--- src/rtl/moore_seq_detector_n_if.sv ---
// moore_seq_detector_n_if: control, configuration and status bundle for the sequence detector.
//   en          sample enable          in           serial data bit
//   cfg_we      configuration strobe   cfg_len      pattern length (0 -> 1, >MAX_LEN -> MAX_LEN)
//   cfg_pat     right-aligned pattern  cfg_overlap  1 = overlapping matches allowed
//   cnt_clr     synchronous match_cnt clear
//   match       high while in HIT      match_cnt    saturating HIT-entry count
//   state       IDLE=0 FILL=1 HUNT=2 HIT=3
interface moore_seq_detector_n_if #(
    parameter int MAX_LEN = 8,
    parameter int CNT_W   = 8
);
    localparam int LEN_W = $clog2(MAX_LEN) + 1;
    logic               en;
    logic               in;
    logic               cfg_we;
    logic [LEN_W-1:0]   cfg_len;
    logic [MAX_LEN-1:0] cfg_pat;
    logic               cfg_overlap;
    logic               cnt_clr;
    logic               match;
    logic [CNT_W-1:0]   match_cnt;
    logic [1:0]         state;
    modport master (
        output en, in, cfg_we, cfg_len, cfg_pat, cfg_overlap, cnt_clr,
        input  match, match_cnt, state
    );
    modport slave (
        input  en, in, cfg_we, cfg_len, cfg_pat, cfg_overlap, cnt_clr,
        output match, match_cnt, state
    );
endinterface

--- src/rtl/moore_seq_detector_n.sv ---
// moore_seq_detector_n: programmable Moore detector for a serial bit pattern of up to MAX_LEN bits.
//   clk  rising-edge clock
//   rst  asynchronous active-high reset (len=2, pat=11, overlap=1, counters cleared)
//   bus  moore_seq_detector_n_if.slave: sample/config inputs, match/match_cnt/state outputs
module moore_seq_detector_n #(
    parameter int MAX_LEN = 8,
    parameter int CNT_W   = 8
) (
    input logic                   clk,
    input logic                   rst,
    moore_seq_detector_n_if.slave bus
);
    localparam int LEN_W = $clog2(MAX_LEN) + 1;
    typedef enum logic [1:0] {IDLE = 2'd0, FILL = 2'd1, HUNT = 2'd2, HIT = 2'd3} state_t;
    state_t             state_q, state_d;
    logic [LEN_W-1:0]   len_q, len_d, fill_q, fill_d, cfg_len_c;
    logic [MAX_LEN-1:0] pat_q, pat_d, hist_q, hist_d, mask, cand;
    logic               overlap_q, overlap_d;
    logic [CNT_W-1:0]   cnt_q, cnt_d;
    logic [LEN_W:0]     fill_inc;
    logic               full, eq, hit;
    // Only the low len bits of the candidate and the pattern take part in the compare.
    for (genvar i = 0; i < MAX_LEN; i++) begin : g_mask
        assign mask[i] = len_q > LEN_W'(i);
    end
    assign cfg_len_c = bus.cfg_len == '0 ? LEN_W'(1) :
                       bus.cfg_len > LEN_W'(MAX_LEN) ? LEN_W'(MAX_LEN) : bus.cfg_len;
    assign cand      = {hist_q[MAX_LEN-2:0], bus.in};
    assign fill_inc  = {1'b0, fill_q} + (LEN_W + 1)'(1);
    assign full      = fill_inc >= {1'b0, len_q};
    assign eq        = ((cand ^ pat_q) & mask) == '0;
    // A configuration write discards the sample on the same edge, so it can never produce a hit.
    assign hit       = bus.en && !bus.cfg_we && full && eq;
    always_comb begin
        state_d   = state_q;
        len_d     = len_q;
        pat_d     = pat_q;
        overlap_d = overlap_q;
        hist_d    = hist_q;
        fill_d    = fill_q;
        if (bus.cfg_we) begin
            len_d     = cfg_len_c;
            pat_d     = bus.cfg_pat;
            overlap_d = bus.cfg_overlap;
            hist_d    = '0;
            fill_d    = '0;
            state_d   = IDLE;
        end else if (bus.en) begin
            hist_d  = cand;
            // Non-overlapping mode forgets the matched bits so the next hit needs len fresh ones.
            fill_d  = hit && !overlap_q ? '0 : full ? len_q : fill_inc[LEN_W-1:0];
            state_d = hit ? HIT : full ? HUNT : FILL;
        end
    end
    assign cnt_d = bus.cnt_clr ? '0 : hit && cnt_q != '1 ? cnt_q + CNT_W'(1) : cnt_q;
    always_ff @(posedge clk or posedge rst) begin
        if (rst) begin
            state_q   <= IDLE;
            len_q     <= LEN_W'(2);
            pat_q     <= MAX_LEN'(3);
            overlap_q <= 1'b1;
            hist_q    <= '0;
            fill_q    <= '0;
            cnt_q     <= '0;
        end else begin
            state_q   <= state_d;
            len_q     <= len_d;
            pat_q     <= pat_d;
            overlap_q <= overlap_d;
            hist_q    <= hist_d;
            fill_q    <= fill_d;
            cnt_q     <= cnt_d;
        end
    end
    assign bus.match     = state_q == HIT;
    assign bus.match_cnt = cnt_q;
    assign bus.state     = state_q;
endmodule
--- src/flat_wrapper.sv ---
// flat-port wrapper written by rule: the top's interface ports become plain ports
module moore_seq_detector_n_flat 
#(
    parameter int MAX_LEN = 8,
    parameter int CNT_W   = 8
)
  (clk, rst, bus_en, bus_in, bus_cfg_we, bus_cfg_len, bus_cfg_pat, bus_cfg_overlap, bus_cnt_clr, bus_match, bus_match_cnt, bus_state);
  moore_seq_detector_n_if #(.MAX_LEN(MAX_LEN), .CNT_W(CNT_W)) bus_i ();
  input logic clk;
  input logic rst;
  input wire logic [$bits(bus_i.en)-1:0] bus_en;
  input wire logic [$bits(bus_i.in)-1:0] bus_in;
  input wire logic [$bits(bus_i.cfg_we)-1:0] bus_cfg_we;
  input wire logic [$bits(bus_i.cfg_len)-1:0] bus_cfg_len;
  input wire logic [$bits(bus_i.cfg_pat)-1:0] bus_cfg_pat;
  input wire logic [$bits(bus_i.cfg_overlap)-1:0] bus_cfg_overlap;
  input wire logic [$bits(bus_i.cnt_clr)-1:0] bus_cnt_clr;
  output wire logic [$bits(bus_i.match)-1:0] bus_match;
  output wire logic [$bits(bus_i.match_cnt)-1:0] bus_match_cnt;
  output wire logic [$bits(bus_i.state)-1:0] bus_state;
  assign bus_i.en = bus_en;
  assign bus_i.in = bus_in;
  assign bus_i.cfg_we = bus_cfg_we;
  assign bus_i.cfg_len = bus_cfg_len;
  assign bus_i.cfg_pat = bus_cfg_pat;
  assign bus_i.cfg_overlap = bus_cfg_overlap;
  assign bus_i.cnt_clr = bus_cnt_clr;
  assign bus_match = bus_i.match;
  assign bus_match_cnt = bus_i.match_cnt;
  assign bus_state = bus_i.state;
  moore_seq_detector_n #(.MAX_LEN(MAX_LEN), .CNT_W(CNT_W)) u_core (.clk(clk), .rst(rst), .bus(bus_i));
endmodule
--- config.mk ---
export PLATFORM = sky130hd
export DESIGN_NAME = moore_seq_detector_n_flat
export DESIGN_NICKNAME = d
export VERILOG_FILES = /design/src/rtl/moore_seq_detector_n_if.sv /design/src/rtl/moore_seq_detector_n.sv /design/src/flat_wrapper.sv
export SDC_FILE = /design/constraint.sdc
export NUM_CORES = 1
export LEC_CHECK = 0
export CAP_MARGIN = 20
export CORE_ASPECT_RATIO = 0.6
export CORE_MARGIN = 3
export CORE_UTILIZATION = 50
export DETAILED_ROUTE_END_ITERATION = 16
export HOLD_SLACK_MARGIN = 0.15
export PLACE_DENSITY = 0.75
export SLEW_MARGIN = 20
export SYNTH_ARGS = -nofsm -noshare
export SYNTH_HDL_FRONTEND = slang
export SYNTH_SLANG_ARGS = --single-unit
--- constraint.sdc ---
create_clock -name clk -period 3.25 [get_ports clk]
set_input_delay 0.65 -clock clk [delete_from_list [all_inputs] [get_ports clk]]
set_output_delay 0.65 -clock clk [all_outputs]
set_load 0.02 [all_outputs]
After elaboration in Yosys (flattened, before gate mapping)
Index checks and enable logic that the tools add are counted.

cells by class
  add/sub/neg operators = 2
  multipliers = 0
  divide/modulo/power cells = 0
  magnitude comparators = 10
  equality and inequality tests = 2
  shift-type cells = 0
  multiplexer cells = 14
  bitwise gates (word level) = 2
  reductions and logical operators = 11

operators by type and width
  operator                                                              count
  4-bit 2-to-1 mux                                                      6
  4-bit by 3-bit > comparator with 1-bit output, second input constant  4
  8-bit 2-to-1 mux                                                      2
  7-bit 2-to-1 mux                                                      2
  8-bit by 1-bit adder with 8-bit output, second input constant         1
  8-bit AND                                                             1
  4-bit by 1-bit > comparator with 1-bit output, second input constant  2
  4-bit by 2-bit > comparator with 1-bit output, second input constant  2
  8-bit zero test                                                       1
  2-bit 2-to-1 mux                                                      4
  8-bit inequality test, second input constant                          1
  8-bit XOR                                                             1
  4-bit by 1-bit adder with 5-bit output, second input constant         1
  5-bit by 4-bit >= comparator with 1-bit output                        1
  1-bit logical AND                                                     5
  4-bit > comparator, second input constant                             1
  4-bit zero test                                                       1
  2-bit nonzero test                                                    2
  2-bit equality test, second input constant                            1
  1-bit zero test                                                       2

word-level totals
  register bits = 34
  latch bits = 0
  memory bits (writable) = 0
  ROM bits = 0
  input port bits = 19
  logic and storage cells = 48
  memories = 0

Depth between registers and ports, before layout
Gate-level depths: netlist of the first run.

  word-level depth = 8
  gate-level depth with buffers = 8
  depth with buffers taken out = 7

Worst setup path after synthesis of the first run
No wires, ideal clock.

  kind = register -> register
  from = register u_core.fill_q[0]
  to = register u_core.cnt_q[3], in the netlist u_core.bus.match_cnt[3]
  library setup time = 0.128 ns
  arrival = 2.254 ns
  data required time = 3.122 ns
  setup slack = 0.868 ns
  stages on the path, launching flop included = 9
  clock period less this slack = 2.382 ns
  path through = dfrtp_1 ha_1 xor2_1 ha_1 o21a_1 a21oi_1 clkbuf_1 nor4_1 mux2_1

on the way
  longest elaborated chain between the ends = 6

RTL lines
  what                                            line                        text
  from (decl)                                     moore_seq_detector_n.sv:16  logic [LEN_W-1:0] len_q, len_d, fill_q, fill_d, cfg_len_c;
  from (signal assigned)                          moore_seq_detector_n.sv:71  fill_q <= fill_d;
  4-bit by 1-bit adder with 5-bit output          moore_seq_detector_n.sv:29  assign fill_inc = {1'b0, fill_q} + (LEN_W + 1)'(1);
  5-bit by 4-bit >= comparator with 1-bit output  moore_seq_detector_n.sv:30  assign full = fill_inc >= {1'b0, len_q};
  1-bit logical AND (2 in a row)                  moore_seq_detector_n.sv:33  assign hit = bus.en && !bus.cfg_we && full && eq;
  1-bit logical AND                               moore_seq_detector_n.sv:55  assign cnt_d = bus.cnt_clr ? '0 : hit && cnt_q != '1 ? cnt_q + CNT_W'(1) : cnt_q;
  2-bit nonzero test (no line)                    -
  to (signal assigned)                            moore_seq_detector_n.sv:72  cnt_q <= cnt_d;
  to (decl)                                       moore_seq_detector_n.sv:19  logic [CNT_W-1:0] cnt_q, cnt_d;

No other way between the ends.
A chain may end at the register's enable or synchronous reset.

Final worst setup path of the first run
  from = register u_core.len_q[3]
  to = register u_core.cnt_q[0], in the netlist u_core.bus.match_cnt[0]

on the way
  longest elaborated chain between the ends = 6
  elaborated cells on any way between the ends = 15
  those cells by class = order compare (9); bitwise (1); reduce/logical (5)

RTL lines
  what                                                                         line                        text
  from (decl)                                                                  moore_seq_detector_n.sv:16
  from (signal assigned)                                                       moore_seq_detector_n.sv:67  len_q <= len_d;
  4-bit by 1-bit > comparator with 1-bit output, or another cell as far along  moore_seq_detector_n.sv:24  assign mask[i] = len_q > LEN_W'(i);
  8-bit AND                                                                    moore_seq_detector_n.sv:31  assign eq = ((cand ^ pat_q) & mask) == '0;
  8-bit zero test                                                              moore_seq_detector_n.sv:31
  1-bit logical AND (*)                                                        moore_seq_detector_n.sv:33
  1-bit logical AND (*)                                                        moore_seq_detector_n.sv:55
  2-bit nonzero test (no line) (*)                                             -

Mark *: on every way between the ends. The rest lies on a longest branch, timed or not.

==> results of run 1 <==
==> cell type report <==
type,instances,area [um2],area share
Clock buffer,6,82.6,0.0363
Inverter,5,18.8,0.00825
Multi-Input combinational cell,129,941,0.414
Sequential cell,34,856,0.376
Tap cell,45,56.3,0.0248
Timing Repair Buffer,33,320,0.141
==> per-stage QoR <==
stage | power (mW) | util | hold slack (ns) | area (um2)
6_report | 1.02 | 0.668 | 0.532 | 2270
2_1_floorplan | 0.642 | - | 0.476 | 1850
3_3_place_gp | 0.714 | 0.644 | 0.502 | 2190
4_1_cts | 1.03 | 0.668 | 0.539 | 2270
5_1_grt | 1.08 | 0.668 | 0.557 | 2270
3_5_place_dp | 0.726 | 0.644 | 0.523 | 2190
==> state kept, by name, indices dropped and copies added (netlist names) <==
register              flops
u_core.bus.match_cnt      8
u_core.fill_q             4
u_core.hist_q             7
u_core.pat_q              8
u_core.bus.state          2
u_core.len_q              4
u_core.overlap_q          1
==> logic make-up (layout without fill, tap and decap cells) <==
family	after synthesis	in the layout	synth area share
multiplexers	28	28	0.163
flip-flops	34	34	0.463
adder cells (fa/ha/maj)	6	6	0.0406
buffers and inverters	12	44	0.0284
AND/OR/NAND/NOR	64	64	0.175
XOR/XNOR	10	10	0.0474
AO/OA/AOI/OAI	21	21	0.0825
==> synthesized netlist by cell type (2+ instances only) <==
| cell | instances | share of area |
|---|---|---|
| nand3_1 | 5 | 0.014 |
| mux2_1 | 5 | 0.030 |
| nor2_1 | 24 | 0.049 |
| or3_2 | 2 | 0.0081 |
| xnor2_1 | 3 | 0.014 |
| a21oi_1 | 2 | 0.0054 |
| ha_1 | 6 | 0.041 |
| inv_1 | 5 | 0.010 |
| mux2_2 | 12 | 0.073 |
| o21a_1 | 2 | 0.0081 |
| dfstp_2 | 4 | 0.057 |
| mux2i_1 | 11 | 0.060 |
| xor2_1 | 7 | 0.033 |
| buf_1 | 3 | 0.0061 |
| nor4b_1 | 3 | 0.014 |
| dfrtp_1 | 30 | 0.41 |
| nor3_1 | 2 | 0.0054 |
| o22ai_1 | 2 | 0.0068 |
| a222oi_1 | 2 | 0.011 |
| nor2b_1 | 8 | 0.027 |
| nand2_1 | 9 | 0.018 |
| o21ai_0 | 5 | 0.014 |
| nand2b_1 | 3 | 0.010 |
| nor4_1 | 3 | 0.010 |
| clkbuf_1 | 3 | 0.0061 |
==> where the power goes <==
part	internal [mW]	total, mW	leakage (nW)	switching, mW
Combinational	0.115	0.236	0.538	0.121
Sequential	0.455	0.484	0.439	0.0295
Clock	0.163	0.300	0.0431	0.137
==> worst min path at each step <==
| stage | end | cells after the start | slack (ns) | startpoint |
|---|---|---|---|---|
| 6_report | u_core.pat_q[5] | 1 | 0.53 | u_core.pat_q[5] |
| 5_1_grt | u_core.pat_q[3] | 1 | 0.56 | u_core.pat_q[3] |
| 4_1_cts | u_core.pat_q[5] | 1 | 0.54 | u_core.pat_q[5] |
| 3_5_place_dp | u_core.pat_q[2] | 1 | 0.52 | u_core.pat_q[2] |
| 3_3_place_gp | u_core.fill_q[1] | 2 | 0.50 | u_core.fill_q[1] |
| 2_1_floorplan | u_core.fill_q[1] | 2 | 0.48 | u_core.fill_q[1] |
==> metal layers <==
| metal | up-vias | global-route usage | wire length [um] |
|---|---|---|---|
| met3 | 11 | 0.0607 | 160 |
| met1 | 669 | 0.266 | 1960 |
| met4 | 0 | 0.0658 | 60 |
| met2 | 31 | 0.306 | 1810 |
| li1 | 681 | - | - |
| met5 | - | 0 | 0 |
==> worst max-delay path, stage by stage (launching register included) <==
cell	delay [ns]
dfrtp_1	0.47
or4_1	0.57
a222oi_1	0.35
o221ai_2	0.28
nor3_1	0.41
mux2_1	0.36
==> cells in the final DEF, fill, tap and decap left out, types with 2 or more instances in the layout <==
cell type and instances:
a21oi_1 2, a222oi_1 2, buf_4 4, clkbuf_8 6
clkdlybuf4s50_1 29, dfrtp_1 30, dfstp_2 4, ha_1 6
inv_1 5, mux2_1 5, mux2_2 12, mux2i_1 11
nand2_1 9, nand2b_1 3, nand3_1 5, nor2_1 24
nor2b_1 8, nor3_1 2, nor4_1 3, nor4b_1 3
o21a_1 2, o21ai_0 5, o22ai_1 2, or3_2 2
xnor2_1 3, xor2_1 7
==> out/qor.csv, run 1 <==
stage,metric,value,unit
place,place_congestion,0.879,
cts,clk_latency,0.28,ns
timing,fin_worst_skew,0.00409,ns
timing,period_needed,2.56,ns
global_routing,antenna_found_initial,0,
synthesis,yosys_most_used_dff,dfrtp_1,
detailed_routing,drt_iter0_drc,96,
place,hpwl,2950,um
timing,final_hold_viol_count,0,
synthesis,synthCells,175,
timing,setup_slack,0.694,ns
cts,cts_tree,built,
cts,cts_setup_buffers,0,
finish,drive_gt1_frac,0.159,
synthesis,syn_area,1850,um2
cts,path_clk_slew,0.06,ns
status,status,"complete, no violations",
global_routing,overflow,0,
timing,setup-tns-final,0,ns
detailed_routing,drc,0,
pwr,leakage,1.02,nW
timing,drv_slew,0,
synthesis,yosysUniqueCellTypes,39,
finish,area.growth.synth_to_final,23.0,%
cts,root_buffer,clkbuf_8,
detailed_routing,vias,1392,
place,dp_cells,246,
global_routing,grt_pass1_wl,6760,um
worst_setup_path,cp-endpoint,u_core.bus.match_cnt[0],
cts,cts.sink_count,34,
synthesis,synthArstFlopShare,1.00,
detailed_routing,first_pass_iters,4,
die,initial_utilization,0.543,
die,die-area,4490,um2
worst_setup_path,worstPathMaxFanout,9,
worst_setup_path,crit_arrival,2.72,ns
global_routing,grt_max_degree,27,
finish,final_cells,252,
worst_setup_path,worst_setup_path_start_kind,register,
timing,fin_crit_sh,0.787,
synthesis,ys_warn_count,0,
cts,cts_max_level,2,
global_routing,grt_pass1_vias,1416,
worst_setup_path,critPathRequiredTime,3.41,ns
place,port_buffers,29,
detailed_routing,routed_wl,4000,um
finish,nFillCells,280,
synthesis,synth_enable_flop_cells,0,
die,rows,16,
timing,slew_headroom,0.565,
worst_setup_path,critPathLaunch,u_core.len_q[3],
synthesis,ys_ff_latch,34,
cts,clk_path_buf_depth,2,
timing,fmax,391,MHz
die,fp.dieW,84.5,um
place,dpl_worst_slack,0.452,ns
worst_setup_path,reg2regPathDepth,5,
die,core,3400,um2
timing,rsz0062_at_grt,no,
finish,nNetsFinal,233,
detailed_routing,vias_per_cell,5.52,
global_routing,global_route.usage.total,0.198,
detailed_routing,routedWlPerCell,15.9,um
worst_setup_path,reg2reg_slack,0.69,ns
worst_setup_path,r2r-end,u_core.bus.match_cnt[0],
detailed_routing,final_antenna_net_count,0,
cts,cts_hold_buf,0,
synthesis,syn_area_per_cell,10.6,um2
hold_path,timing.hold.worst.class,register to register,
pwr,p_per_area,449,nW/um2
worst_setup_path,path_class,register to register,
pwr,vdd_drop_max,239,uV
worst_setup_path,crit-reg2reg-launch,u_core.len_q[3],
die,ios,30,
timing,worstMarginPinSlew,0.652,ns
cts,ctsResizeCount,0,
run,drv_cap,0,
cts,cts_buffers,5,
die,die_h,53.1,um
finish,antennaDiodeCount,0,
synthesis,synthesis.nets,200,
worst_setup_path,critical_path.endpoint_type,register,
timing,setup-violations-final,0,
synthesis,seq_area_frac_synth,0.463,
No activity file was read; power rests on OpenSTA's default activity.
==> run 2: changes to the inputs <==
Settings changed: CORE_UTILIZATION 50 to 48, PLACE_DENSITY 0.75 to 0.76.
Clock period 3.25 ns to 2.3 ns, I/O delays scaled along.
==> out/qor.csv, run 2 (synthesis gave the netlist of run 1 again) <==
stage,metric,value,unit,change
status,status,"complete, but fails checks",,"was complete, no violations"
status,violations,negative setup slack,,
cts,cts_tree,built,,unchanged
cts,clk_path_buf_depth,2,,unchanged
die,initial_utilization,0.534,,was 0.543
place,hpwl,3070,um,was 2950 um
timing,fin_crit_sh,1.05,,was 0.787
die,die-area,4660,um2,was 4490 um2
hold_path,timing.hold.worst.class,register to register,,unchanged
worst_setup_path,worst_setup_path_start_kind,register,,unchanged
timing,period_needed,2.42,ns,was 2.56 ns
finish,area.growth.synth_to_final,36.7,%,was 23.0%
global_routing,grt_pass1_vias,1483,,was 1416
detailed_routing,vias_per_cell,5.57,,was 5.52
finish,antennaDiodeCount,0,,unchanged
worst_setup_path,crit_chain,"or3_2, a222oi_1, buf_4, o221ai_4, buf_4, nor3_4, mux2_4",,"was or4_1, a222oi_1, o221ai_2, nor3_1, mux2_1"
global_routing,overflow,0,,unchanged
pwr,p_per_area,631,nW/um2,was 449 nW/um2
timing,final_hold_viol_count,0,,unchanged
worst_setup_path,crit_arrival,2.60,ns,was 2.72 ns
timing,setup_slack,-0.120,ns,was 0.694 ns
cts,cts_buffers,5,,unchanged
timing,setup-violations-final,11,,was 0
cts,cts_max_level,2,,unchanged
pwr,vdd_drop_max,371,uV,was 239 uV
worst_setup_path,critical-path-slowest-cell,or3_2,,was or4_1
worst_setup_path,reg2regPathDepth,7,,was 5
detailed_routing,routedWlPerCell,16.3,um,was 15.9 um
global_routing,antenna_found_initial,0,,unchanged
global_routing,grt_pass1_wl,7370,um,was 6760 um
place,port_buffers,29,,unchanged
timing,slew_headroom,0.385,,was 0.565
finish,nFillCells,239,,was 280
worst_setup_path,reg2reg_slack,-0.12,ns,was 0.69 ns
die,fp.dieW,86.1,um,was 84.5 um
detailed_routing,drc,0,,unchanged
hold_path,holdPathStages,2,,was 1
finish,nNetsFinal,251,,was 233
finish,final_cells,272,,was 252
detailed_routing,vias,1516,,was 1392
global_routing,grt_max_degree,35,,was 27
die,rows,16,,unchanged
finish,layout_common_cells,"clkdlybuf4s50_1 (29), dfrtp_1 (29), nor2_1 (23)",,"was dfrtp_1 (30), clkdlybuf4s50_1 (29), nor2_1 (24)"
timing,fmax,413,MHz,was 391 MHz
worst_setup_path,slowest_delay,0.48,ns,was 0.57 ns
finish,drive_gt1_frac,0.282,,was 0.159
cts,path_clk_slew,0.07,ns,was 0.06 ns
cts,root_buffer,clkbuf_8,,unchanged
detailed_routing,routed_wl,4430,um,was 4000 um
die,core,3460,um2,was 3400 um2
timing,holdWs,0.527,ns,was 0.532 ns
place,dpl_worst_slack,-0.274,ns,was 0.452 ns
worst_setup_path,worstPathMaxFanout,6,,was 9
worst_setup_path,critPathRequiredTime,2.48,ns,was 3.41 ns
cts,clk_latency,0.29,ns,was 0.28 ns
detailed_routing,first_pass_iters,5,,was 4
detailed_routing,drt_iter0_drc,130,,was 96
timing,drv_slew,0,,unchanged
worst_setup_path,critical_path.endpoint_type,register,,unchanged
worst_setup_path,path_class,register to register,,unchanged
worst_setup_path,path_common_cell,buf_4,,
run,drv_cap,0,,unchanged
die,die_h,54.1,um,was 53.1 um
place,dp_cells,255,,was 246
timing,worstMarginPinSlew,0.916,ns,was 0.652 ns
cts,cts_hold_buf,0,,unchanged
global_routing,global_route.usage.total,0.212,,was 0.198
detailed_routing,final_antenna_net_count,0,,unchanged
timing,fin_worst_skew,0.00865,ns,was 0.00409 ns
die,ios,30,,unchanged
timing,rsz0062_at_grt,yes,,was no
place,place_congestion,0.857,,was 0.879
cts,cts.sink_count,34,,unchanged
pwr,leakage,1.13,nW,was 1.02 nW
-- run 2: changes by cell type in the layout (fill, tap and decap cells not counted), sizes merged --
| cell | previous run | this run |
|---|---|---|
| buf | 4 | 21 |
| clkbuf | 6 | 7 |
| clkinv | 0 | 1 |
| o221ai | 1 | 2 |
-- run 2: what timing repair did --
| action | 4_1_cts | 5_1_grt |
|---|---|---|
| setup buffers | 5 | 3 |
| setup endpoints to repair | 12 | 13 |
| pin swaps | 8 | 8 |
| cloned | 1 | 0 |
| resized for setup | 11 | 8 |
-- run 2: per-layer routing --
metal,track usage,part of all wire,wire [um],vias up
li1,-,-,-,726
met1,0.283,0.47,2090,736
met2,0.339,0.46,2060,49
met3,0.0703,0.057,254,5
met4,0.0500,0.0066,29,0
met5,0,0,0,-
-- run 2: through the flow --
stage	util	area [um2]	TNS, ns	total power, mW
6_report	0.730	2530	-0.630	1.60
5_1_grt	0.730	2530	-1.08	1.68
4_1_cts	0.713	2470	-0.140	1.56
3_5_place_dp	0.652	2260	-2.21	1.05
3_3_place_gp	0.652	2260	-1.55	1.03
2_1_floorplan	-	1850	-0.0678	0.909
-- run 2: report_power, final --
group	internal [mW]	switching, mW	total, mW
logic	0.232	0.232	0.464
registers	0.643	0.0367	0.679
clock network	0.241	0.211	0.452
total	1.12	0.479	1.60
-- run 2: final timing paths --
check                                      start                 endpoint
worst max-delay path             u_core.len_q[3]  u_core.bus.match_cnt[0]
worst min-delay path            u_core.fill_q[1]         u_core.fill_q[1]
worst max register to register   u_core.len_q[3]  u_core.bus.match_cnt[0]
worst min register to register  u_core.fill_q[1]         u_core.fill_q[1]
max in group asynchronous                    rst          u_core.len_q[1]
min in group asynchronous                    rst  u_core.bus.match_cnt[3]
-- run 2: area by class of cell --
cell class | instances | area (um2) | area share
Timing Repair Buffer | 50 | 452 | 0.179
Tap cell | 45 | 56.3 | 0.0223
Clock inverter | 1 | 5.00 | 0.00198
Inverter | 5 | 18.8 | 0.00743
Multi-Input combinational cell | 130 | 1050 | 0.416
Clock buffer | 7 | 86.3 | 0.0342
Sequential cell | 34 | 857 | 0.339
-- run 2: critical path, delay by kind of cell, from the launching register on --
kind,cells,cell delay [ns]
buf+inv,2,0.40
mux,1,0.32
flops,1,0.45
compound gates,2,0.51
simple gates,2,0.62
